File: src/rtl/bsg_link_sdr_reset_sequencer.sv
// Ordered reset/enable sequencer for one SDR link endpoint and its core node.
// Sequence: token-reset pulse, uplink, downlink, downstream, core reset release,
// then core enable. Every output is a registered level so downstream
// synchronizers never see a glitch.
module bsg_link_sdr_reset_sequencer #(
  parameter int phase_gap_cycles_p   = 64,
  parameter int token_pulse_cycles_p = 32,
  localparam int max_len_lp =
    (phase_gap_cycles_p > token_pulse_cycles_p) ? phase_gap_cycles_p : token_pulse_cycles_p,
  localparam int cnt_width_lp = $clog2(max_len_lp + 1)
) (
  input  logic       clk_i,
  input  logic       reset_i,
  input  logic       start_i,
  input  logic       restart_i,
  input  logic       hold_i,
  output logic       async_token_reset_o,
  output logic       async_uplink_reset_o,
  output logic       async_downlink_reset_o,
  output logic       async_downstream_reset_o,
  output logic       core_reset_o,
  output logic       core_en_o,
  output logic       done_o,
  output logic [2:0] stage_o
);

  typedef enum logic [2:0] {
    StIdle       = 3'd0,
    StPre        = 3'd1,
    StToken      = 3'd2,
    StPost       = 3'd3,
    StUplink     = 3'd4,
    StDownlink   = 3'd5,
    StDownstream = 3'd6,
    StDone       = 3'd7
  } state_e;

  localparam logic [cnt_width_lp-1:0] GapLast   = cnt_width_lp'(phase_gap_cycles_p - 1);
  localparam logic [cnt_width_lp-1:0] TokenLast = cnt_width_lp'(token_pulse_cycles_p - 1);

  // Zero-length phases would collapse the ordering, so refuse them outright.
  if (phase_gap_cycles_p < 1) begin : g_bad_gap
    $fatal(1, "phase_gap_cycles_p must be >= 1");
  end
  if (token_pulse_cycles_p < 1) begin : g_bad_token
    $fatal(1, "token_pulse_cycles_p must be >= 1");
  end

  state_e                  state_q;
  logic [cnt_width_lp-1:0] cnt_q;
  logic                    core_wait_q;  // second pass of StDownstream (core reset released)
  logic                    token_q, uplink_q, downlink_q, downstream_q;
  logic                    core_reset_q, core_en_q, done_q;
  logic [cnt_width_lp-1:0] phase_last;
  logic                    phase_end;

  // Length of the current timed phase; only StToken uses the pulse width.
  always_comb begin
    phase_last = (state_q == StToken) ? TokenLast : GapLast;
    phase_end  = (cnt_q == phase_last);
  end

  // Sequencer state, phase counter and registered outputs.
  always_ff @(posedge clk_i or posedge reset_i) begin
    if (reset_i) begin
      state_q      <= StIdle;
      cnt_q        <= '0;
      core_wait_q  <= 1'b0;
      token_q      <= 1'b0;
      uplink_q     <= 1'b1;
      downlink_q   <= 1'b1;
      downstream_q <= 1'b1;
      core_reset_q <= 1'b1;
      core_en_q    <= 1'b0;
      done_q       <= 1'b0;
    end else if (restart_i) begin
      state_q      <= StIdle;
      cnt_q        <= '0;
      core_wait_q  <= 1'b0;
      token_q      <= 1'b0;
      uplink_q     <= 1'b1;
      downlink_q   <= 1'b1;
      downstream_q <= 1'b1;
      core_reset_q <= 1'b1;
      core_en_q    <= 1'b0;
      done_q       <= 1'b0;
    end else if (!hold_i) begin
      if (state_q == StIdle) begin
        if (start_i) begin
          state_q <= StPre;
          cnt_q   <= '0;
        end
      end else if (state_q != StDone) begin
        if (!phase_end) begin
          cnt_q <= cnt_q + cnt_width_lp'(1);
        end else begin
          cnt_q <= '0;
          unique case (state_q)
            StPre: begin
              state_q <= StToken;
              token_q <= 1'b1;
            end
            StToken: begin
              state_q <= StPost;
              token_q <= 1'b0;
            end
            StPost: begin
              state_q  <= StUplink;
              uplink_q <= 1'b0;
            end
            StUplink: begin
              state_q    <= StDownlink;
              downlink_q <= 1'b0;
            end
            StDownlink: begin
              state_q      <= StDownstream;
              downstream_q <= 1'b0;
            end
            StDownstream: begin
              if (!core_wait_q) begin
                core_wait_q  <= 1'b1;
                core_reset_q <= 1'b0;
              end else begin
                state_q     <= StDone;
                core_wait_q <= 1'b0;
                core_en_q   <= 1'b1;
                done_q      <= 1'b1;
              end
            end
            StIdle, StDone: begin
            end
          endcase
        end
      end
    end
  end

  assign async_token_reset_o      = token_q;
  assign async_uplink_reset_o     = uplink_q;
  assign async_downlink_reset_o   = downlink_q;
  assign async_downstream_reset_o = downstream_q;
  assign core_reset_o             = core_reset_q;
  assign core_en_o                = core_en_q;
  assign done_o                   = done_q;
  assign stage_o                  = state_q;

endmodule

File: config.mk
export PLATFORM = sky130hd
export DESIGN_NAME = bsg_link_sdr_reset_sequencer
export DESIGN_NICKNAME = d
export VERILOG_FILES = /design/src/rtl/bsg_link_sdr_reset_sequencer.sv
export SDC_FILE = /design/constraint.sdc
export NUM_CORES = 1
export LEC_CHECK = 0
export CAP_MARGIN = 20
export CORE_AREA = 10 10 59 61
export DETAILED_ROUTE_END_ITERATION = 6
export DIE_AREA = 0 0 69 71
export DONT_BUFFER_PORTS = 1
export PLACE_DENSITY_LB_ADDON = 0.05
export SLEW_MARGIN = 10
export SYNTH_ARGS = -nofsm -noshare
export SYNTH_HDL_FRONTEND = slang
export SYNTH_SLANG_ARGS = --single-unit
File: constraint.sdc
create_clock -name clk_i -period 1.8 [get_ports clk_i]
set_input_delay 0.18 -clock clk_i [delete_from_list [all_inputs] [get_ports clk_i]]
set_output_delay 0.18 -clock clk_i [all_outputs]
set_load 0.005 [all_outputs]
==> flow_summary.ini <==
[clock_network]
cts_tree = built
clock_sinks = 17
cts_buffers = 3
htree_num_levels = 1
path_clk_slew_ns = 0.11
worst_skew_pair.late_latency_ns = 0.29
clockBufferDepth = 2
ctsRootBufferMaster = clkbuf_4
post-cts-setup-buffers = 0

[run_status]
outcome = finished, final reports clean

[synthesis]
ys_top_cells_by_area = dfrtp_1 (36%), dfstp_2 (11%), o21ai_0 (6.0%)
netlist_instances = 102
synthXorXnorAreaFrac_pct = 0.956
synthMuxAreaShare_pct = 1.09
yosys.area_share.simple_pct = 24.3
yosysTopAreaCell = dfrtp_1
syn_area_um2 = 916
yosysUniqueCellTypes = 31
yosysWarnings = 0
syn-num-nets = 108
async_flop_share_pct = 100
synth_seq_cells = 17
seq_area_frac_synth_pct = 47.0
synth_ff_type = dfrtp_1
avgSynthCellArea_um2 = 8.98
synth-compound-area-share_pct = 19.5
synth_top_area_share_pct = 35.5
synth_top_family_by_area = simple AND/OR/NAND/NOR gates
synthAdderAreaFrac_pct = 1.37
synth_edf_count = 0

[floorplan]
die_h_um = 71
rows = 18
fp.dieArea_um2 = 4900
io_pins = 15
start_util_pct = 38.4
die_w_um = 69
core_um2 = 2390

[route]
routed_wl_um = 2320
vias = 841
ant_nets = 0
drt_iter0_markers = 93
wl_per_cell_um = 16.3
firstDrtPassIters = 4
routed_via_density = 5.92
drc = 0

[sta]
final.setup.tns_ns = 0
slew_violations = 0
max_freq_mhz = 590
finalCriticalPeriod_ns = 1.69
rsz0062_at_grt = false
period_share_pct = 94.1
worstMarginPinSlew_ns = 0.681
setup_viol = 0
slew_headroom_pct = 54.5
fin_skew_ns = 0.00320
final_hold_viol_count = 0

[min_path]
hold_class = input port to register
hp-start = restart_i
min_path_cells = 2

[worst_setup_path]
path_cells = ha_1 > nand4b_1 > a211o_1 > and3b_1 > a221o_1
critPathTopFamily = compound AO/OA/AOI/OAI gates
rrSetupSlack_ns = 0.11
path_depth = 5
critPathMaxFanout = 5
slowest_delay_ns = 0.42
slowest_stage = dfrtp_1
cp.required_ns = 1.99
cp.buffers_inverters = 0
r2r-start = cnt_q[0]
end_kind = register
startpoint = cnt_q[0]
cp.arrival_ns = 1.88
worstSetupPathType = register to register
rr_worst_depth = 5
startpoint_type = register

[global_route]
overflow = 0
track_usage_pct = 9.68
antenna_found_initial = 0
grt_max_degree = 18
grt_pass1_vias = 790
grt_pass1_wl_um = 4050

[power]
power.leakage_uw = 0.000431
peakVddDrop_uv = 453
cellPowerDensity_nw_per_um2 = 951

[placed_design]
dp.cells = 136
port_buffers = 0
dpl.hpwl_um = 1640
gp_congestion = 0.798

[finish]
drive_gt1_share_pct = 18.8
regMostFlops = cnt_q
synthToLayoutAreaGrowth_pct = 16.0
nets = 119
nFillCells = 250
diodes = 0
finalNonFillerCells = 142
largest_reg_flops = 7
mostFrequentLayoutCells = dfrtp_1 (13), buf_4 (12), o21ai_0 (11), nor2_1 (9)
layout_commonest_cell = dfrtp_1

[flow_run]
cap_violations = 0
-- path summary, 6_finish.rpt --
kind | to
max in group asynchronous | async_token_reset_o
min reg2reg | async_downstream_reset_o
max | stage_o[0]
max reg2reg | stage_o[0]
min in group asynchronous | cnt_q[1]
min | stage_o[1]
-- power breakdown --
part	internal, uW	leakage (uW)	switching, uW	total, uW
Sequential	415	0.000219	30.7	446
Combinational	144	0.000197	206	350
Clock	86.2	0.0000150	128	214
Total	646	0.000431	364	1010
-- kinds of logic after synthesis --
group,count (synthesis)
AO/OA/AOI/OAI,29
multiplexers,1
flip-flops,17
adder cells (fa/ha/maj),1
AND/OR/NAND/NOR,41
buffers and inverters,12
XOR/XNOR,1
-- worst register-to-register path: stages, from the launching register on --
cell and delay (ns):
dfrtp_1 0.42, ha_1 0.19, nand4b_1 0.22, a211o_1 0.32, and3b_1 0.19, a221o_1 0.25
-- synth_stat cells, types with 3 or more instances --
cell type and instances:
a21o_1 5, a21oi_1 4, a31oi_1 4, buf_2 3, clkbuf_1 4, dfrtp_1 13
dfstp_2 4, inv_1 4, nand2_1 5, nand3_1 5, nand4_1 5, nand4b_1 3
nor2_1 9, nor3_1 5, o21ai_0 11
-- layer usage --
metal  global-route usage, %  vias up  routed length [um]
met5                       0        -                   0
met4                    3.36        0                  13
met3                    3.49        2                 183
met2                    14.0       29                 991
met1                    12.8      410                1130
li1                        -      400                   -
-- through the flow --
stage	hold WS, ns	total power (uW)	setup slack [ns]	util [%]	area (um2)
CTS	0.0509	1010	0.131	44.1	1050
floorplan	0.103	668	0.113	-	916
finish	0.0518	1010	0.106	44.5	1060
detailed placement	0.219	791	0.154	42.1	1010
global placement	0.208	793	0.145	42.1	1010
global route	0.0627	1090	0.0206	44.5	1060
-- layout make-up --
class | instances | area (um2) | share of cell area, %
multi-input cells | 73 | 443 | 41.7
flip-flops and latches | 17 | 430 | 40.5
repair buffers | 14 | 110 | 10.4
well taps | 30 | 37.5 | 3.53
clock buffers | 4 | 26.3 | 2.47
inverters | 4 | 15.0 | 1.41
-- timing repair --
| action | 4_1_cts | 5_1_grt |
|---|---|---|
| hold buffers | 2 | 0 |
| endpoints found under the setup margin | 0 | 5 |
| hold endpoints to repair | 21 | 0 |
| gates resized for setup | 0 | 2 |
Power figures use the tool's default switching activity.
